$ cat config.mk
export PLATFORM = sky130hd
export DESIGN_NAME = ifd_scoreboard
export DESIGN_NICKNAME = d
export VERILOG_FILES = /design/src/rtl/ifd_scoreboard.sv
export SDC_FILE = /design/constraint.sdc
export NUM_CORES = 1
export LEC_CHECK = 0
export CAP_MARGIN = 10
export CORE_MARGIN = 5
export CORE_UTILIZATION = 40
export CTS_CLUSTER_DIAMETER = 50
export CTS_CLUSTER_SIZE = 30
export DETAILED_ROUTE_END_ITERATION = 6
export HOLD_SLACK_MARGIN = 0.12
export PLACE_DENSITY = 0.72
export SYNTH_ARGS = -nofsm -noshare
export SYNTH_HDL_FRONTEND = slang
export SYNTH_SLANG_ARGS = --single-unit
$ cat constraint.sdc
create_clock -name clk -period 6.82 [get_ports clk]
set_input_delay 2.046 -clock clk [delete_from_list [all_inputs] [get_ports clk]]
set_output_delay 2.046 -clock clk [all_outputs]
set_load 0.03 [all_outputs]
$ cat src/rtl/ifd_scoreboard.sv
// ifd_scoreboard
//   Runs alongside the PDP-8 instruction fetch/decode unit. Each fetch is
//   tracked through a read pipe (RD_LATENCY) and a decode pipe
//   (DEC_LATENCY). The golden decode is formed when read data is valid and
//   compared against the IFD outputs when they become valid. Also checks
//   stall compliance, fetch-address sequencing and post-HLT silence.
//
// Ports
//   clk, reset_n          clock; reset is asynchronous and active-high
//   stall                 execution-unit stall
//   pc_load, pc_value     PC redirect from the execution unit
//   ifu_rd_req/addr/data  IFD fetch request, address and memory read data
//   dut_mem_op/off/op7    IFD decode outputs under check
//   err_clr               synchronous clear of flags, counters and done
//   err_decode/stall/addr/done  sticky error flags
//   done                  an HLT was fetched and compared
//   err_count, chk_count  saturating error-cycle and compare counters
module ifd_scoreboard #(
  parameter int                    ADDR_WIDTH    = 12,
  parameter int                    DATA_WIDTH    = 12,
  parameter int                    RD_LATENCY    = 1,
  parameter int                    DEC_LATENCY   = 2,
  parameter logic [ADDR_WIDTH-1:0] START_ADDRESS = 12'o200,
  parameter int                    CNT_WIDTH     = 16,
  parameter bit                    CHK_SEQ       = 1'b1
) (
  input  logic                  clk,
  input  logic                  reset_n,
  input  logic                  stall,
  input  logic                  pc_load,
  input  logic [ADDR_WIDTH-1:0] pc_value,
  input  logic                  ifu_rd_req,
  input  logic [ADDR_WIDTH-1:0] ifu_rd_addr,
  input  logic [DATA_WIDTH-1:0] ifu_rd_data,
  input  logic [5:0]            dut_mem_op,
  input  logic [8:0]            dut_mem_off,
  input  logic [21:0]           dut_op7,
  input  logic                  err_clr,
  output logic                  err_decode,
  output logic                  err_stall,
  output logic                  err_addr,
  output logic                  err_done,
  output logic                  done,
  output logic [CNT_WIDTH-1:0]  err_count,
  output logic [CNT_WIDTH-1:0]  chk_count
);

  // Group-7 one-hot bit positions (pdp8_pkg order, NOP..CLA2)
  localparam int B_NOP  = 0,  B_IAC = 1,  B_RAL = 2,  B_RTL = 3,  B_RAR = 4;
  localparam int B_RTR  = 5,  B_CML = 6,  B_CMA = 7,  B_CIA = 8,  B_CLL = 9;
  localparam int B_STL  = 10, B_CLA1 = 11, B_HLT = 12, B_OSR = 13, B_SKP = 14;
  localparam int B_SNL  = 15, B_SZL = 16, B_SZA = 17, B_SNA = 18, B_SMA = 19;
  localparam int B_SPA  = 20, B_CLA2 = 21;

  localparam logic [ADDR_WIDTH-1:0] A_ONE = 1;
  localparam logic [CNT_WIDTH-1:0]  C_ONE = 1;
  localparam logic [CNT_WIDTH-1:0]  C_MAX = '1;

  typedef struct packed {
    logic        vld;
    logic [5:0]  mem_op;
    logic [8:0]  off;
    logic [21:0] op7;
  } dec_t;

  // Exact match on the low 9 bits of a 7xxx word; unlisted codes are NOP.
  function automatic logic [21:0] op7_decode(input logic [8:0] c);
    logic [21:0] r;
    r = '0;
    case (c)
      9'o000:  r[B_NOP]  = 1'b1;
      9'o001:  r[B_IAC]  = 1'b1;
      9'o004:  r[B_RAL]  = 1'b1;
      9'o006:  r[B_RTL]  = 1'b1;
      9'o010:  r[B_RAR]  = 1'b1;
      9'o012:  r[B_RTR]  = 1'b1;
      9'o020:  r[B_CML]  = 1'b1;
      9'o040:  r[B_CMA]  = 1'b1;
      9'o041:  r[B_CIA]  = 1'b1;
      9'o100:  r[B_CLL]  = 1'b1;
      9'o120:  r[B_STL]  = 1'b1;
      9'o200:  r[B_CLA1] = 1'b1;
      9'o402:  r[B_HLT]  = 1'b1;
      9'o404:  r[B_OSR]  = 1'b1;
      9'o410:  r[B_SKP]  = 1'b1;
      9'o420:  r[B_SNL]  = 1'b1;
      9'o430:  r[B_SZL]  = 1'b1;
      9'o440:  r[B_SZA]  = 1'b1;
      9'o450:  r[B_SNA]  = 1'b1;
      9'o500:  r[B_SMA]  = 1'b1;
      9'o510:  r[B_SPA]  = 1'b1;
      9'o600:  r[B_CLA2] = 1'b1;
      default: r[B_NOP]  = 1'b1;
    endcase
    return r;
  endfunction

  logic [RD_LATENCY:1]   rd_vld_q;
  dec_t                  dec_q [DEC_LATENCY:1];
  logic                  stall_q;
  logic                  first_fetch_q;
  logic [ADDR_WIDTH-1:0] expect_addr_q;
  logic                  err_decode_q, err_stall_q, err_addr_q, err_done_q, done_q;
  logic [CNT_WIDTH-1:0]  err_count_q, chk_count_q;

  // Golden decode, formed in the data-valid cycle
  logic [2:0]  opcode;
  logic [5:0]  g_mem_op;
  logic [8:0]  g_off;
  logic [21:0] g_op7;

  always_comb begin
    opcode   = ifu_rd_data[DATA_WIDTH-1 -: 3];
    g_mem_op = '0;
    g_off    = '0;
    g_op7    = '0;
    if (opcode <= 3'd5) begin
      g_mem_op = 6'b000001 << opcode;
      g_off    = ifu_rd_data[8:0];
    end else if (opcode == 3'd7) begin
      g_op7 = op7_decode(ifu_rd_data[8:0]);
    end
  end

  dec_t                  cmp;
  logic                  dec_bad, stall_bad, done_bad, addr_bad, any_bad;
  logic [ADDR_WIDTH-1:0] addr_exp;

  assign cmp = dec_q[DEC_LATENCY];

  // 4-state compares so X/Z on the IFD outputs counts as a mismatch;
  // mem_off only matters for memory-reference instructions.
  assign dec_bad   = cmp.vld && ((dut_mem_op !== cmp.mem_op) ||
                                 (dut_op7 !== cmp.op7) ||
                                 ((cmp.mem_op != 6'd0) && (dut_mem_off !== cmp.off)));
  assign stall_bad = ifu_rd_req && stall_q;
  assign done_bad  = ifu_rd_req && done_q;
  // first fetch after reset is pinned to START_ADDRESS even if a redirect
  // arrived before it
  assign addr_exp  = first_fetch_q ? START_ADDRESS : expect_addr_q;
  assign addr_bad  = CHK_SEQ && ifu_rd_req && (ifu_rd_addr != addr_exp);
  assign any_bad   = dec_bad || stall_bad || done_bad || addr_bad;

  always_ff @(posedge clk or posedge reset_n) begin
    if (reset_n) begin
      rd_vld_q      <= '0;
      for (int i = 1; i <= DEC_LATENCY; i++) dec_q[i] <= '0;
      stall_q       <= 1'b0;
      first_fetch_q <= 1'b1;
      expect_addr_q <= START_ADDRESS;
      err_decode_q  <= 1'b0;
      err_stall_q   <= 1'b0;
      err_addr_q    <= 1'b0;
      err_done_q    <= 1'b0;
      done_q        <= 1'b0;
      err_count_q   <= '0;
      chk_count_q   <= '0;
    end else begin
      rd_vld_q[1] <= ifu_rd_req;
      for (int i = 2; i <= RD_LATENCY; i++) rd_vld_q[i] <= rd_vld_q[i-1];
      dec_q[1] <= {rd_vld_q[RD_LATENCY], g_mem_op, g_off, g_op7};
      for (int i = 2; i <= DEC_LATENCY; i++) dec_q[i] <= dec_q[i-1];

      stall_q <= stall;
      if (ifu_rd_req) first_fetch_q <= 1'b0;
      // redirect beats the sequential increment
      if (pc_load)         expect_addr_q <= pc_value;
      else if (ifu_rd_req) expect_addr_q <= ifu_rd_addr + A_ONE;

      if (err_clr) begin
        err_decode_q <= 1'b0;
        err_stall_q  <= 1'b0;
        err_addr_q   <= 1'b0;
        err_done_q   <= 1'b0;
        done_q       <= 1'b0;
        err_count_q  <= '0;
        chk_count_q  <= '0;
      end else begin
        if (dec_bad)   err_decode_q <= 1'b1;
        if (stall_bad) err_stall_q  <= 1'b1;
        if (addr_bad)  err_addr_q   <= 1'b1;
        if (done_bad)  err_done_q   <= 1'b1;
        if (cmp.vld && cmp.op7[B_HLT]) done_q <= 1'b1;
        if (any_bad && (err_count_q != C_MAX)) err_count_q <= err_count_q + C_ONE;
        if (cmp.vld && (chk_count_q != C_MAX)) chk_count_q <= chk_count_q + C_ONE;
      end
    end
  end

  assign err_decode = err_decode_q;
  assign err_stall  = err_stall_q;
  assign err_addr   = err_addr_q;
  assign err_done   = err_done_q;
  assign done       = done_q;
  assign err_count  = err_count_q;
  assign chk_count  = chk_count_q;

endmodule

* Yosys cells after proc, flatten, opt, wreduce, memory -nomap -nowiden *
Index checks and enable logic that the tools add are counted.
W data, S select, Z words.

operators by class
  equal/unequal tests = 28
  shift-type cells = 1
  add/subtract/negate cells = 3
  mux-type cells = 43
  reductions and logical operators = 23
  $lt $le $gt $ge = 1

operator list
  cell                     count
  $eq A9 B9 Y1 const B     10
  $mux W16                 4
  $mux W22                 2
  $mux W12                 3
  $add A16 B1 Y16 const B  2
  $mux W1                  32
  $ne A16 B16 Y1 const B   2
  $nex A22 B22 Y1          1
  $reduce_or A21 Y1        1
  $eq A9 B3 Y1 const B     2
  $eq A9 B4 Y1 const B     2
  $eq A9 B6 Y1 const B     2
  $eq A9 B7 Y1 const B     2
  $reduce_bool A2 Y1       8
  $add A12 B1 Y12 const B  1
  $ne A12 B12 Y1           1
  $eq A9 B1 Y1 const B     1
  $eq A9 B5 Y1 const B     1
  $eq A9 B8 Y1 const B     1
  $mux W9                  1
  $nex A9 B9 Y1            1
  $logic_and A1 B1 Y1      8
  $mux W6                  1
  $nex A6 B6 Y1            1
  other kinds (5)          9

storage, ports and cells
  logic and storage cells = 118
  output and inout bits = 37
  input bits = 79
  bits in registers = 128

* Depth between registers and ports, before layout *
Gate-level depths: netlist (run 1).

  word-level depth = 10
  mapped depth = 8
  depth with buffers taken out = 8

* Worst setup path before layout (run 1) *
No wires, ideal clock.

  kind = input to register
  from = input port ifu_rd_addr[6]
  to = register err_count_q[11], in the netlist err_count[11]
  library setup time = 0.125 ns
  required time = 6.695 ns
  stages = 7
  path buffers = 1
  arrival = 3.973 ns
  slack = 2.722 ns
  cell sequence = clkbuf_2 or4_1 a32o_2 o31ai_4 a21oi_2 nand4_1 mux2_2

on the way
  longest elaborated chain between the ends = 5

RTL lines
  element                       RTL line  text
  start, declared               33        input logic [ADDR_WIDTH-1:0] ifu_rd_addr,
  $ne A12 B12 Y1                141       assign addr_bad = CHK_SEQ && ifu_rd_req && (ifu_rd_addr != addr_exp);
  $logic_and A1 B1 Y1           141
  $logic_or A1 B1 Y1            142       assign any_bad = dec_bad || stall_bad || done_bad || addr_bad;
  $logic_and A1 B1 Y1           184       if (any_bad && (err_count_q != C_MAX)) err_count_q <= err_count_q + C_ONE;
  $reduce_bool A2 Y1 (no line)  --
  end signal, assigned          184
  end, declared                 104       logic [CNT_WIDTH-1:0] err_count_q, chk_count_q;

Every way passes these cells.
A chain may end at the register's enable or synchronous reset.

* Worst setup path in the final report (run 1) *
  from = input port ifu_rd_addr[7]
  to = register err_count_q[11], in the netlist err_count[11]

Same word-level chain as after synthesis.

==> results of run 1 <==
==> registers in the layout, summed over array words and instances (netlist names), 12 cells and up <==
register	count
err_count	16
expect_addr_q	12
cmp	38
dec_q	38
chk_count	16
==> cells by family (layout without fill, tap and decap cells) <==
group                    Yosys count  after routing
multiplexers                       8              8
adder cells (fa/ha/maj)            3              3
flip-flops                       128            128
AO/OA/AOI/OAI                     82             82
AND/OR/NAND/NOR                  233            233
buffers and inverters             31            159
XOR/XNOR                          73             73
==> metrics by stage <==
step	instance area, sq um	std cells
2_1_floorplan	5860	558
3_3_place_gp	7180	838
3_5_place_dp	7180	838
4_1_cts	7780	870
5_1_grt	7780	870
6_report	7780	870
==> cell usage after synthesis, types with 3 or more instances <==
| library cell | count | share of area |
|---|---|---|
| nand3_1 | 18 | 0.015 |
| mux2_2 | 3 | 0.0058 |
| o22ai_1 | 6 | 0.0064 |
| nor3b_1 | 3 | 0.0038 |
| or3_1 | 6 | 0.0064 |
| mux2i_1 | 4 | 0.0068 |
| nor2b_1 | 5 | 0.0053 |
| o21ai_0 | 31 | 0.026 |
| or2_2 | 4 | 0.0043 |
| a21oi_1 | 13 | 0.011 |
| a211oi_1 | 8 | 0.010 |
| nor3_1 | 14 | 0.012 |
| nand4_1 | 14 | 0.015 |
| dfrtp_1 | 126 | 0.54 |
| nand3b_1 | 12 | 0.015 |
| nand2_1 | 44 | 0.028 |
| nor2_1 | 68 | 0.044 |
| xor2_1 | 56 | 0.084 |
| or4_1 | 4 | 0.0051 |
| clkbuf_1 | 18 | 0.012 |
| inv_1 | 9 | 0.0058 |
| and3_1 | 8 | 0.0085 |
| and2_1 | 9 | 0.0096 |
| xnor2_1 | 17 | 0.025 |
| nor4_1 | 8 | 0.0085 |
| nand2b_1 | 6 | 0.0064 |
| ha_1 | 3 | 0.0064 |
==> per-layer routing <==
metal	up-vias	wire length (um)	track usage
li1	2177	-	-
met1	2236	5560	0.207
met2	142	7320	0.294
met3	25	769	0.0405
met4	0	297	0.0696
met5	-	0	0
==> worst max-delay path: stages <==
cell	delay (ns)
clkdlybuf4s50_1	0.51
or4_1	0.55
o22ai_1	0.16
o22ai_1	0.18
o31ai_4	0.40
a21oi_2	0.22
nand4_1	0.16
mux2_2	0.34
==> cell type report <==
cell class                 instances  area [sq um]  share of cell area
clock inverter                    13           163              0.0209
timing repair buffer             118          1170               0.151
clock buffer                      19           443              0.0569
inverter                           9          36.3             0.00466
sequential                       128          3210               0.412
tap                              184           230              0.0296
multi-input combinational        399          2530               0.325
==> worst max path at each step <==
stage,endpoint,slack (ns),cells after the start
detailed placement,err_count[11],2.12,8
floorplan,chk_count[0],1.36,1
CTS,err_count[11],2.56,8
global route,err_count[11],2.40,8
global placement,err_count[11],2.20,8
finish,err_count[11],2.55,8
==> power by group through the flow <==
stage | Clock, mW | Sequential (mW) | Combinational, mW
2_1_floorplan | 0 | 0.818 | 0.0889
3_3_place_gp | 0 | 0.813 | 0.178
3_5_place_dp | 0 | 0.815 | 0.184
4_1_cts | 0.929 | 0.802 | 0.185
5_1_grt | 0.967 | 0.805 | 0.202
6_report | 0.908 | 0.802 | 0.182
==> results.md, run 1 <==
- Outcome: finished, final reports clean
- Register bit total from synthesis: 128
- Fin Clk Skew: 0.00628 ns
- Synth Cell Area: 0.00586 sq mm
- Synth warn: 0
- TritonRoute pass-1 iters: 5
- NetSw: ~440 uW
- Period Utilization, post-route: 0.626
- Reg-to-reg slack, setup: around 4.2 ns
- Sw Ratio: 0.232
- CP Launch Point: ifu_rd_addr[7]
- Number of clock sinks: 128
- Overall global routing resource usage: 0.171
- Post-synthesis cell count: 558
- Die X-Extent: between 100 and 150 um
- CTS tree: yes
- Worst min path class: reg -> reg
- Chip height: 131 um
- Slew @ Worst Pin: 0.963 ns
- Avg Inst Size Synth: 10.5 sq um
- PostCTS Resize Cnt: 0
- CTS H-tree lvls: 4
- Post-synth EDFFs: 0
- Pwr per Cell Area: about 240 mW/mm^2
- Core area: 0.0145 sq mm
- Commonest non-fill, non-tap cells in the layout: dfrtp_1 (126), clkdlybuf4s50_1 (115), nor2_1 (68)
- Post-CTS Hold Buffers: 0
- Count of cell types in the netlist: 58
- Ports: 116
- Share of cells above drive strength 1: 0.0831
- Crit path max fanout: 10
- RSZ-0062 raised after global routing: false
- Setup CP Type: in -> reg
- Reg2Reg Depth: 7
- Register share of total power: 0.424
- DRC Markers: 0
- Vias per inst: 5.26
- DR vias: ~4.6k
- Worst slack at placement: 2.12 ns
- First-pass GRT wire length: approximately 23,000 um
- Fin. Hold Viols: 0
- Seq/Total Area, Yosys: 0.547
- Num CTS Buffers: 17
- Routed Antenna Nets: 0
- Post-synthesis mux area share: 0.0152
- Rows: 44
- Complex-gate fraction of the synthesized area: 0.0948
- WP data arrival: approximately 4.6 ns
- Final setup fails: 0
- Layout area overhead: 32.7%
- Utilization after layout: 0.537
- Combinational power share: 0.096
- Fillers: about 1.3k
- Post-synthesis simple-gate area fraction: 0.206
- Post-Synth XOR/XNOR Area: 0.109
- Die area: 0.0172 sq mm
- Crit. End Element: register
- Clk pwr share: 0.480
- Largest net degree at the start of global routing: a little over 80
- Crit Reg-Reg Endpoint: err_count[11]
- Post-Route WL: 13,900 um
- Worst setup SP type: input pin
- Internal power: 1.45 mW
- Power Total: approximately 1.9 mW
- Max Cap Viol: 0
- GP Congestion: around 0.85
- Setup TNS: 0 ns
- Antenna violations before repair: 0
- Setup ws final: between 2 and 3 ns
- Initial DRC Count: roughly 280
- Max rail drop VDD: 179 uV
- Buffers added on ports: 115
- P_leak: 3.32 nW
- CTS Buffer Depth: 2
- Reg2reg start: first_fetch_q
- Top FF cell, synth: dfrtp_1
- Hold path depth: 0
- Adder-cell share of the synthesized area: 0.00640
- Asr flop ratio synth: 1.00
- Layout net count: roughly 760
- Final Max Tran Viols: 0
- Antenna diode count: 0
- CTS root buf: clkbuf_16
- Main combinational cell family by area after synthesis: simple AND/OR/NAND/NOR gates
- Post-DP HPWL: roughly 10,000 um
- Fmax: about 0.23 GHz
- GRT Residual Overflow: 0
- Setup Buffers After CTS: 0
- Worst EP required: 7.11 ns
- Hold wc startpoint: dec_q[21]
- Clock Pin Slew Worst Setup and Hold Paths: 0.06 ns
- Worst Hold Path EP: cmp[21]
- Vias in the first global route: 4,646
- Worst-Skew Late Latency: 0.41 ns
- Most common cell after layout, fill and taps aside: dfrtp_1
- Starting Density: 0.405
- Post-synth net total: 640
- Fin Hold WS: roughly 0.34 ns
- Slew headroom: 0.358
- Post-DR wirelength/cell: 16.0 um
- Fin crit period: between 4 and 5 ns
(Power assumes the default switching activity.)
==> run 2: changes to the inputs <==
PLACE_DENSITY = 0.75   (was 0.72)
clock period = 3.7 ns   (was 6.82 ns; I/O delays follow)
==> results.md, run 2 (synthesis results as in run 1) <==
- Layout area overhead: 34.2% (was 32.7%)
- Fmax: 0.313 GHz
- Sw Ratio: 0.247 (was 0.232)
- Slew headroom: 0.476 (was 0.358)
- Chip height: 131 um (unchanged)
- Antenna diode count: 0 (unchanged)
- WP data arrival: 3.52 ns (was 4.56 ns)
- Commonest non-fill, non-tap cells in the layout: dfrtp_1 (126), clkdlybuf4s50_1 (115), nor2_1 (68) (unchanged)
- Largest net degree at the start of global routing: 62 (was 82)
- DRC Markers: 0 (unchanged)
- Buffers added on ports: 115 (unchanged)
- Fin Hold WS: 0.346 ns (was 0.344 ns)
- Final setup fails: 0 (unchanged)
- TritonRoute pass-1 iters: 5 (unchanged)
- DR vias: 4,680 (was 4,580)
- GR Layer Usage met2: 0.284 (was 0.294)
- Ports: 116 (unchanged)
- Max Cap Viol: 0 (unchanged)
- Met3 Use GR: 0.0373 (was 0.0405)
- CTS H-tree lvls: 4 (unchanged)
- Vias per inst: 5.31 (was 5.26)
- Post-CTS Hold Buffers: 0 (unchanged)
- Most common cell after layout, fill and taps aside: dfrtp_1 (unchanged)
- Final std cells w/o fill: 882 (was 870)
- Share of cells above drive strength 1: 0.100 (was 0.0831)
- GP Congestion: 0.890 (was 0.854)
- Placed Cells: 851 (was 838)
- Post-Route WL: 14,100 um (was 13,900 um)
- Starting Density: 0.405 (unchanged)
- Register share of total power: 0.426 (was 0.424)
- Die X-Extent: 131 um (unchanged)
- Num CTS Buffers: 17 (unchanged)
- Worst EP required: 4.02 ns (was 7.11 ns)
- CTS tree: yes (unchanged)
- Worst setup SP type: input pin (unchanged)
- Period Utilization, post-route: 0.865
- RSZ-0062 raised after global routing: false (unchanged)
- Setup TNS: 0 ns (unchanged)
- Crit path max fanout: 6 (was 10)
- Die area: 0.0172 sq mm (unchanged)
- PostCTS Resize Cnt: 0 (unchanged)
- Clock Pin Slew Worst Setup and Hold Paths: 0.06 ns (about the same)
- Antenna violations before repair: 0 (unchanged)
- Crit. End Element: register (unchanged)
- Number of clock sinks: 128 (unchanged)
- Fin. Hold Viols: 0 (unchanged)
- CTS Buffer Depth: 2 (unchanged)
- GRT Residual Overflow: 0 (unchanged)
- Utilization after layout: 0.543 (was 0.537)
- Combinational power share: 0.100 (was 0.096)
- P_leak: 3.38 nW (was 3.32 nW)
- Overall global routing resource usage: 0.171 (about the same)
- NetSw: 854 uW (was 439 uW)
- Post-DP HPWL: 10,600 um (was 10,400 um)
- Outcome: finished, final reports clean (unchanged)
- GRT met1 Usage: 0.218 (was 0.207)
- Layout net count: 768 (was 755)
- Rows: 44 (unchanged)
- Final Max Tran Viols: 0 (unchanged)
- Vias in the first global route: 4,662 (was 4,646)
- Internal power: 2.61 mW (was 1.45 mW)
- Pwr per Cell Area: 440 mW/mm^2 (was 243 mW/mm^2)
- First-pass GRT wire length: 22,800 um (was 22,700 um)
- Slew @ Worst Pin: 0.784 ns (was 0.963 ns)
- Setup CP Type: in -> reg (unchanged)
- Worst-Skew Late Latency: 0.41 ns (about the same)
- Fin Clk Skew: 0.00822 ns (was 0.00628 ns)
- Setup Buffers After CTS: 0 (unchanged)
- Max rail drop VDD: 316 uV (was 179 uV)
- CTS root buf: clkbuf_16 (unchanged)
- Initial DRC Count: 428 (was 275)
- Power Total: 3.46 mW (was 1.89 mW)
- Clk pwr share: 0.474 (was 0.480)
- Fin crit period: approximately 3.2 ns
- Busiest grt layer: met2 (unchanged)
- Routed Antenna Nets: 0 (unchanged)
- Post-DR wirelength/cell: 16.0 um (about the same)
- Worst min path class: reg -> reg (unchanged)
- Core area: 0.0145 sq mm (unchanged)
-- run 2: cell count changes in the layout (fill, tap and decap cells not counted) --
cell	change
clkbuf_1	-1
clkinv_2	-1
clkinvlp_4	+1
clkinv_4	-2
inv_6	+5
inv_4	-1
bufinv_16	-1
buf_12	+1
clkbuf_8	-1
buf_4	+12
-- run 2: critical path: stages --
cell and delay [ns]:
clkdlybuf4s50_1 0.43, xor2_1 0.15, nor4_1 0.43, buf_4 0.19
nand4_1 0.16, o31ai_4 0.39, a21oi_2 0.17, buf_4 0.19
a21bo_2 0.19, a21oi_1 0.12
-- run 2: power by group through the flow --
stage          clock network [mW]  logic [mW]  registers, mW
6_report                     1.64       0.346           1.47
5_1_grt                      1.73       0.382           1.48
4_1_cts                      1.67       0.351           1.48
3_5_place_dp                    0       0.349           1.50
3_3_place_gp                    0       0.340           1.50
2_1_floorplan                   0       0.164           1.51
-- run 2: cell type report --
cell class,instances,area (sq um)
Fill cell,1230,6610
Sequential cell,128,3210
Multi-Input combinational cell,399,2530
Timing Repair Buffer,131,1280
Clock buffer,17,425
Tap cell,184,230
Clock inverter,14,154
Inverter,9,37.5
-- run 2: path summary, 6_finish.rpt --
kind	startpoint	to	cells past startpoint	slack (ns)
max reg2reg	first_fetch_q	err_count[9]	8	1.24
min in group asynchronous	reset_n	chk_count[5]	2	1.17
max	dut_op7[17]	err_count[9]	10	0.50
max in group asynchronous	reset_n	expect_addr_q[7]	3	1.76
min	dec_q[7]	cmp[7]	0	0.35
min reg2reg	dec_q[7]	cmp[7]	0	0.35
-- run 2: routing by layer --
layer  wire length, um  part of all wire
met1              5790              0.41
met4               263             0.019
met3               811             0.057
met5                 0                 0
met2              7280              0.51
-- run 2: metrics by stage --
step / instance area (sq um) / setup WS (ns)
3_5_place_dp: 7290 / 0.0861
5_1_grt: 7870 / 0.365
2_1_floorplan: 5870 / 0.538
4_1_cts: 7870 / 0.528
3_3_place_gp: 7290 / 0.135
6_report: 7870 / 0.501
